===== src/rtl/vga_capture_receiver.sv =====
// VGA receive front end: locks to a fixed sync timing and streams active-area pixels through a FWFT FIFO.
// Define VGA_RX_STATS_EN to add the frame_cnt and lock_loss_cnt statistics outputs.
module vga_capture_receiver #(
  parameter int CONFIG_H_ACTIVE_SIZE      = 640,
  parameter int CONFIG_H_BACK_PORCH_SIZE  = 48,
  parameter int CONFIG_H_SYNC_PULSE_SIZE  = 96,
  parameter int CONFIG_H_FRONT_PORCH_SIZE = 16,
  parameter int CONFIG_V_ACTIVE_SIZE      = 480,
  parameter int CONFIG_V_BACK_PORCH_SIZE  = 33,
  parameter int CONFIG_V_SYNC_PULSE_SIZE  = 2,
  parameter int CONFIG_V_FRONT_PORCH_SIZE = 10,
  parameter int H_OFFSET                  = 0,
  parameter int FIFO_DEPTH                = 16
) (
  input  logic        iVGA_CLK,
  input  logic        iRST_n,
  input  logic        iHS,
  input  logic        iVS,
  input  logic [3:0]  iVGA_R,
  input  logic [3:0]  iVGA_G,
  input  logic [3:0]  iVGA_B,
  output logic        pixel_valid,
  input  logic        pixel_ready,
  output logic [23:0] pixel_data,
  output logic        pixel_sof,
  output logic        pixel_eol,
  output logic        locked,
  output logic        overflow
`ifdef VGA_RX_STATS_EN
  ,
  output logic [15:0] frame_cnt,
  output logic [7:0]  lock_loss_cnt
`endif
);

  localparam int H_TOTAL = CONFIG_H_ACTIVE_SIZE + CONFIG_H_BACK_PORCH_SIZE +
                           CONFIG_H_SYNC_PULSE_SIZE + CONFIG_H_FRONT_PORCH_SIZE;
  localparam int V_TOTAL = CONFIG_V_ACTIVE_SIZE + CONFIG_V_BACK_PORCH_SIZE +
                           CONFIG_V_SYNC_PULSE_SIZE + CONFIG_V_FRONT_PORCH_SIZE;
  localparam int HW = $clog2(H_TOTAL + 1);
  localparam int VW = $clog2(V_TOTAL + 1);
  localparam int AW = $clog2(FIFO_DEPTH);

  localparam logic [HW-1:0] H_MAX  = HW'(H_TOTAL);
  localparam logic [HW-1:0] H_LAST = HW'(H_TOTAL - 1);
  localparam logic [VW-1:0] V_MAX  = VW'(V_TOTAL);
  localparam logic [VW-1:0] V_LAST = VW'(V_TOTAL - 1);

  localparam logic [31:0] H_START = 32'(CONFIG_H_SYNC_PULSE_SIZE + CONFIG_H_BACK_PORCH_SIZE + H_OFFSET);
  localparam logic [31:0] H_END   = H_START + 32'(CONFIG_H_ACTIVE_SIZE);
  localparam logic [31:0] V_START = 32'(CONFIG_V_SYNC_PULSE_SIZE + CONFIG_V_BACK_PORCH_SIZE);
  localparam logic [31:0] V_END   = V_START + 32'(CONFIG_V_ACTIVE_SIZE);

  localparam logic [1:0] SEARCH = 2'b00;
  localparam logic [1:0] VERIFY = 2'b01;
  localparam logic [1:0] LOCKED = 2'b11;

  logic          hs_r, hs_d, vs_r, vs_d;
  logic [3:0]    r_r, g_r, b_r;
  logic          hs_edge, vs_edge, ln_reset, line_ok, frame_ok;
  logic [HW-1:0] h_cnt;
  logic [VW-1:0] ln;
  logic          vs_pend;
  logic [1:0]    state, state_nxt;
  logic [31:0]   h_x, ln_x;
  logic          in_window, sof_w, eol_w, wr_req, wr_en, rd_en;
  logic [25:0]   wr_data, head;
  logic [25:0]   mem [FIFO_DEPTH];
  logic [AW:0]   wr_ptr, rd_ptr;
  logic          empty, full;

  always_ff @(posedge iVGA_CLK or negedge iRST_n) begin
    if (!iRST_n) begin
      hs_r <= 1'b0;
      hs_d <= 1'b0;
      vs_r <= 1'b0;
      vs_d <= 1'b0;
      r_r  <= '0;
      g_r  <= '0;
      b_r  <= '0;
    end else begin
      hs_r <= iHS;
      hs_d <= hs_r;
      vs_r <= iVS;
      vs_d <= vs_r;
      r_r  <= iVGA_R;
      g_r  <= iVGA_G;
      b_r  <= iVGA_B;
    end
  end

  assign hs_edge  = hs_d & ~hs_r;
  assign vs_edge  = vs_d & ~vs_r;
  assign ln_reset = hs_edge & (vs_pend | vs_edge);
  assign line_ok  = (h_cnt == H_LAST);
  assign frame_ok = (ln == V_LAST);

  // h_cnt/ln stay aligned with the registered pixel, so the window below lines up with r_r/g_r/b_r
  always_ff @(posedge iVGA_CLK or negedge iRST_n) begin
    if (!iRST_n) begin
      h_cnt   <= '0;
      ln      <= '0;
      vs_pend <= 1'b0;
    end else begin
      if (hs_edge) h_cnt <= '0;
      else if (h_cnt != H_MAX) h_cnt <= h_cnt + 1'b1;
      if (hs_edge) vs_pend <= 1'b0;
      else if (vs_edge) vs_pend <= 1'b1;
      if (hs_edge) begin
        if (vs_pend || vs_edge) ln <= '0;
        else if (ln != V_MAX) ln <= ln + 1'b1;
      end
    end
  end

  always_comb begin
    state_nxt = state;
    case (state)
      SEARCH: if (ln_reset) state_nxt = VERIFY;
      VERIFY: begin
        if (hs_edge && !line_ok) state_nxt = SEARCH;
        else if (ln_reset) state_nxt = frame_ok ? LOCKED : VERIFY;
      end
      LOCKED: if ((hs_edge && !line_ok) || (ln_reset && !frame_ok)) state_nxt = SEARCH;
      default: state_nxt = SEARCH;
    endcase
  end

  always_ff @(posedge iVGA_CLK or negedge iRST_n) begin
    if (!iRST_n) begin
      state  <= SEARCH;
      locked <= 1'b0;
    end else begin
      state  <= state_nxt;
      locked <= (state_nxt == LOCKED);
    end
  end

  assign h_x       = 32'(h_cnt);
  assign ln_x      = 32'(ln);
  assign in_window = (h_x >= H_START) && (h_x < H_END) && (ln_x >= V_START) && (ln_x < V_END);
  assign sof_w     = (h_x == H_START) && (ln_x == V_START);
  assign eol_w     = (h_x == H_END - 32'd1);
  // Requiring LOCKED in both cycles keeps the edge that breaks lock out of the FIFO
  assign wr_req    = (state == LOCKED) && (state_nxt == LOCKED) && in_window;
  assign wr_data   = {sof_w, eol_w, b_r, b_r, g_r, g_r, r_r, r_r};

  assign empty = (wr_ptr == rd_ptr);
  assign full  = (wr_ptr[AW] != rd_ptr[AW]) && (wr_ptr[AW-1:0] == rd_ptr[AW-1:0]);
  assign rd_en = !empty && pixel_ready;
  assign wr_en = wr_req && (!full || rd_en);

  always_ff @(posedge iVGA_CLK) begin
    if (wr_en) mem[wr_ptr[AW-1:0]] <= wr_data;
  end

  always_ff @(posedge iVGA_CLK or negedge iRST_n) begin
    if (!iRST_n) begin
      wr_ptr   <= '0;
      rd_ptr   <= '0;
      overflow <= 1'b0;
    end else begin
      if (wr_en) wr_ptr <= wr_ptr + 1'b1;
      if (rd_en) rd_ptr <= rd_ptr + 1'b1;
      if (wr_req && !wr_en) overflow <= 1'b1;
    end
  end

  assign head        = mem[rd_ptr[AW-1:0]];
  assign pixel_valid = !empty;
  assign pixel_data  = empty ? 24'd0 : head[23:0];
  assign pixel_sof   = !empty && head[25];
  assign pixel_eol   = !empty && head[24];

`ifdef VGA_RX_STATS_EN
  always_ff @(posedge iVGA_CLK or negedge iRST_n) begin
    if (!iRST_n) begin
      frame_cnt     <= '0;
      lock_loss_cnt <= '0;
    end else begin
      if (ln_reset && state == LOCKED) frame_cnt <= frame_cnt + 1'b1;
      if (state == LOCKED && state_nxt == SEARCH && lock_loss_cnt != 8'hFF)
        lock_loss_cnt <= lock_loss_cnt + 1'b1;
    end
  end
`endif

endmodule


===== config.mk =====
export PLATFORM = sky130hd
export DESIGN_NAME = vga_capture_receiver
export DESIGN_NICKNAME = d
export VERILOG_FILES = /design/src/rtl/vga_capture_receiver.sv
export SDC_FILE = /design/constraint.sdc
export NUM_CORES = 1
export LEC_CHECK = 0
export CELL_PAD_IN_SITES_DETAIL_PLACEMENT = 0
export CELL_PAD_IN_SITES_GLOBAL_PLACEMENT = 2
export CORE_MARGIN = 2
export CORE_UTILIZATION = 50
export CTS_BUF_LIST = sky130_fd_sc_hd__clkbuf_4
export CTS_CLUSTER_DIAMETER = 120
export DETAILED_ROUTE_END_ITERATION = 8
export PLACE_DENSITY_LB_ADDON = 0.1
export SLEW_MARGIN = 20
export SYNTH_ARGS = -nofsm -noshare
export SYNTH_HDL_FRONTEND = slang
export SYNTH_SLANG_ARGS = --single-unit

===== constraint.sdc =====
create_clock -name iVGA_CLK -period 5.2 [get_ports iVGA_CLK]
set_input_delay 1.04 -clock iVGA_CLK [delete_from_list [all_inputs] [get_ports iVGA_CLK]]
set_output_delay 1.04 -clock iVGA_CLK [all_outputs]
set_load 0.1 [all_outputs]

**Word level (Yosys, flattened, before mapping)**

Memory sizes are Yosys's and may differ from the RTL's.
Cells that the tools add are included.

- Latch bits: 0
- Memories: 1
- Bits in writable memories: 416
- Flip-flop bits (word level): 51
- Memory bits (read-only): 0

Memories:

| memory | depth | bits a word | read ports | clocked after Yosys merged registers in | wr ports | line | source |
|---|---|---|---|---|---|---|---|
| mem | 16 | 26 | 1 | 0 | 1 | 68 | `logic [25:0] mem [FIFO_DEPTH];` |

- Reduce and logical (&&, ||, !) cells: 27
- Bitwise operators: 6
- $lt $le $gt $ge: 4
- Muxes and demuxes: 15
- Shifts and indexed selects: 0
- Equality and inequality tests: 13
- $add $sub $neg: 4
- Multipliers: 0
- Divide/modulo/power cells: 0

Operators with widths:

| kind | number |
|---|---|
| $mux W10 | 4 |
| $eq A10 B10 Y1 const B | 3 |
| $mux W24 | 1 |
| $add A10 B1 Y10 const B | 2 |
| $lt A10 B10 Y1 const B | 2 |
| $ne A10 B10 Y1 const B | 2 |
| $logic_and A1 B1 Y1 | 14 |
| $add A5 B1 Y5 const B | 2 |
| $eq A10 B6 Y1 const B | 1 |
| $eq A10 B8 Y1 const B | 1 |
| $ge A10 B6 Y1 const B | 1 |
| $ge A10 B8 Y1 const B | 1 |
| $mux W2 | 5 |
| $pmux W2 S3 | 1 |
| $reduce_bool A2 Y1 | 3 |
| $eq A5 B5 Y1 | 1 |
| $logic_not A1 Y1 | 5 |
| $eq A2 B2 Y1 const B | 2 |
| $eq A4 B4 Y1 | 1 |
| $mux W1 | 4 |
| $and A1 B1 Y1 | 3 |
| $logic_or A1 B1 Y1 | 3 |
| $eq A2 B1 Y1 const B | 1 |
| $logic_not A2 Y1 | 1 |
| 4 further kinds | 5 |

**Longest topological paths before layout**

- Word-level depth: 14
- Depth in mapped cells: 9
- Gate-level depth less buffers: 7

**Worst setup path before layout**

No wires, ideal clock.

- Kind: flip-flop to output port
- From: register rd_ptr[1]
- To: output pixel_data[20]
- Arrival: 3386 ps
- Path buffers: 4
- Required time: 4160 ps
- Cell stages (with the launch flop): 8
- Path slack: 774 ps
- Path through: dfrtp_1 > clkbuf_1 > buf_1 > buf_2 > mux4_2 > mux4_2 > nor2b_1 > buf_4

- Cells in the longest elaborated chain, start to end: 2

Ends and longest elaborated chain:

| item | line | source |
|---|---|---|
| start: declaration | 69 | `logic [AW:0] wr_ptr, rd_ptr;` |
| start signal: assignment | 164 | `if (rd_en) rd_ptr <= rd_ptr + 1'b1;` |
| $mem_v2 Z16 W26 / $eq A5 B5 Y1 (equally long branches) | n/a |  |
| $mux W24 (*) | 171 | `assign pixel_data = empty ? 24'd0 : head[23:0];` |
| end: declaration | 24 | `output logic [23:0] pixel_data,` |

Mark *: on every way between the ends. The rest lies on a longest branch, timed or not.

**Final worst setup path**

- From: register rd_ptr[0]
- To: output pixel_data[18]

The elaborated chain is that of the path after synthesis.

==> out/metrics.cfg <==
[drt]
vias=5602
detail-route-antenna-nets=0
wl_per_cell_um=22.0
drc=0
routed_wl_um=22500
drt-initial-drc-count=339
via_per_inst=5.48
firstDrtPassIters=4

[cells_and_area]
syn_to_final_growth_pct=15.0
drive_gt1_share_pct=33.8
fin_nets=714
multi_input_area_um2=2800
seq_area_um2=8010
fill_cells=1677

[placed_design]
dp_hpwl_um=13100
port_buffers=45
place.gp.congestion=0.776

[setup_path]
r2r-start=hs_r$_DFF_PN0_
slowest_stage=dfrtp_4
crit_path_start_kind=flop
reg2reg_depth=8
worstPathMaxFanout=36
cp_common_cell=mux4_2
critical_path_class=reg2out
ff2ff_setup_slack_ps=1610
worstPathCellList=buf_12 > mux4_2 > mux4_2 > nor2b_1 > buf_4
end_kind=output port
cp.required_ps=4160
worstPathArrival_ps=3250
worst_r2r_endpoint=mem[1][24]$_DFFE_PP_
cp_slowest_stage_delay_ps=770

[clocking]
cts.sinks=275
cts_buffer_depth=3
cts_buffers=71
clk_latency_ps=650
cts_resized=0
clock-root-buffer=clkbuf_4
hold_buffers=0
cts_setup_buffers=0
cts_tree=done
htreeDepth=3
clkTransAtPathRegs_ps=60

[power]
ir_drop_mv=0.473
power_density_nw_per_um2=575
power_leakage_uw=0.00455

[logic_synthesis]
synth.area.top_cells=edfxtp_1 61%, mux4_2 14%, dfrtp_1 12%, xnor2_1 1.3%, nor2_1 1.2%
netlist_instances=586
postSynth.asyncResetShare_pct=18.5
synth.distinct_cells=42
synth.most_common_cell=edfxtp_1
syn_nets=613
ys.flop_type=edfxtp_1
synth_area_um2=11100
syn_avg_cell_area_um2=18.9
synth.ff_latch_count=275
synth-edff-count=224
synth_common_cells=224 x edfxtp_1, 70 x mux4_2, 51 x dfrtp_1
synth_seq_area_share_pct=72.4
yosys.area.top_type=edfxtp_1
synth_warnings=0
synthDominantCellAreaShare_pct=60.8

[die]
dieArea_um2=23300
rows=54
die_y_um=153
io_pins=46
initial_core_util_pct=50.8
core_area_um2=21800
die_width_um=153

[timing]
relSlewSlack_pct=34.2
rsz0062_at_grt=false
fin_skew_ps=30.0
period_share_pct=82.4
worst_pin_slew_ps=986
tns_ps=0
min_period_ps=4290
finalHoldViolations=0
setup_violations=0
fmax_ghz=0.233
fin_hold_ws_ps=373
maxSlewViolCount=0

[min_path]
hold_class=reg2reg
whs_path_depth=0
worstHoldEndpoint=vs_d$_DFF_PN0_
min_from=vs_r$_DFF_PN0_

[outcome]
status=completed

[global_routing]
grt_pass1_vias=5941
antenna_found_initial=1
grt_usage_pct=19.8
grt_max_degree=37
overflow=0
grt_pass1_wl_um=34200

[flow_run]
drv_cap=0

## worst max-delay path: cells and delay by family, from the launching register on
family	cells	cell delay, ps
buffers and inverters	2	610
flip-flops	1	770
AND/OR/NAND/NOR	1	160
multiplexers	2	1040
## cells in the final DEF, fill, tap and decap left out, drive strengths merged, types with 6 or more instances in the layout
cell type / count
edfxtp: 224
clkbuf: 107
mux4: 70
buf: 53
dfrtp: 51
nor2: 35
nand2: 18
xnor2: 17
clkdlybuf4s50: 17
nor2b: 16
inv: 16
clkinv: 15
nor3: 12
nand3: 11
ha: 10
nand4: 9
xor2: 9
o21ai: 7
nand2b: 6
a21oi: 6
## per-stage QoR
stage	total power [uW]	instance area (um2)	worst slack [ps]	std cells	utilization, %
after floorplan	5140	11100	774	586	-
after global placement	5560	11800	1510	894	54.2
after detailed placement	5580	11800	1510	894	54.2
after CTS	7430	12700	801	1022	58.4
after global routing	7620	12700	725	1023	58.5
final	7310	12700	913	1023	58.5
## flip-flops by register name, indices dropped and copies added, names as in the netlist
register / count
b_r: 4
g_r: 4
h_cnt: 10
hs_d: 1
hs_r: 1
ln: 10
locked: 1
mem: 224
overflow: 1
r_r: 4
rd_ptr: 5
state: 2
vs_d: 1
vs_pend: 1
vs_r: 1
wr_ptr: 5
## worst max path at each step
| stage | depth (start not counted) | slack, ps | from | to |
|---|---|---|---|---|
| floorplan | 7 | 770 | rd_ptr[1]$_DFFE_PN0P_ | pixel_data[20] |
| global placement | 5 | 1510 | rd_ptr[0]$_DFFE_PN0P_ | pixel_data[22] |
| CTS | 5 | 800 | rd_ptr[0]$_DFFE_PN0P_ | pixel_data[18] |
| finish | 5 | 910 | rd_ptr[0]$_DFFE_PN0P_ | pixel_data[18] |
| detailed placement | 5 | 1510 | rd_ptr[0]$_DFFE_PN0P_ | pixel_data[18] |
| global route | 5 | 730 | rd_ptr[0]$_DFFE_PN0P_ | pixel_data[18] |
## power by group
group | switching, uW | leakage [uW] | internal (uW)
Sequential | 171 | 0.00275 | 2430
Clock | 829 | 0.000548 | 994
Combinational | 2010 | 0.00125 | 882
Total | 3010 | 0.00455 | 4300
## cell families (layout without fill, tap and decap cells)
group                      Yosys count  in the layout  share of synthesized area, %
and+or+nand+nor                    124            124                          5.87
other                                0              1                             0
AOI/OAI and AO/OA                   23             23                          1.36
adders and majority gates           10             10                          1.13
buffers and inverters               55            211                          2.64
muxes                               73             73                          14.6
xor gates and xnor gates            26             26                          2.06
DFF                                275            275                          72.4
## area by class of cell
cell class,instances,area share (%)
timing repair buffer,70,4.64
inverter,13,0.384
multi-input combinational,256,22.0
antenna,1,0.0197
tap,280,2.75
clock buffer,107,6.32
clock inverter,21,0.905
sequential,275,63.0
## per-layer routing
layer	vias to the layer above	global-route usage (%)	part of all wire (%)	wire, um
met3	28	4.27	6.0	1350
met5	-	0	0	0
met1	2888	25.6	41	9150
li1	2537	-	-	-
met4	0	7.14	1.4	306
met2	149	33.4	52	11700
Power figures use the tool's default switching activity.
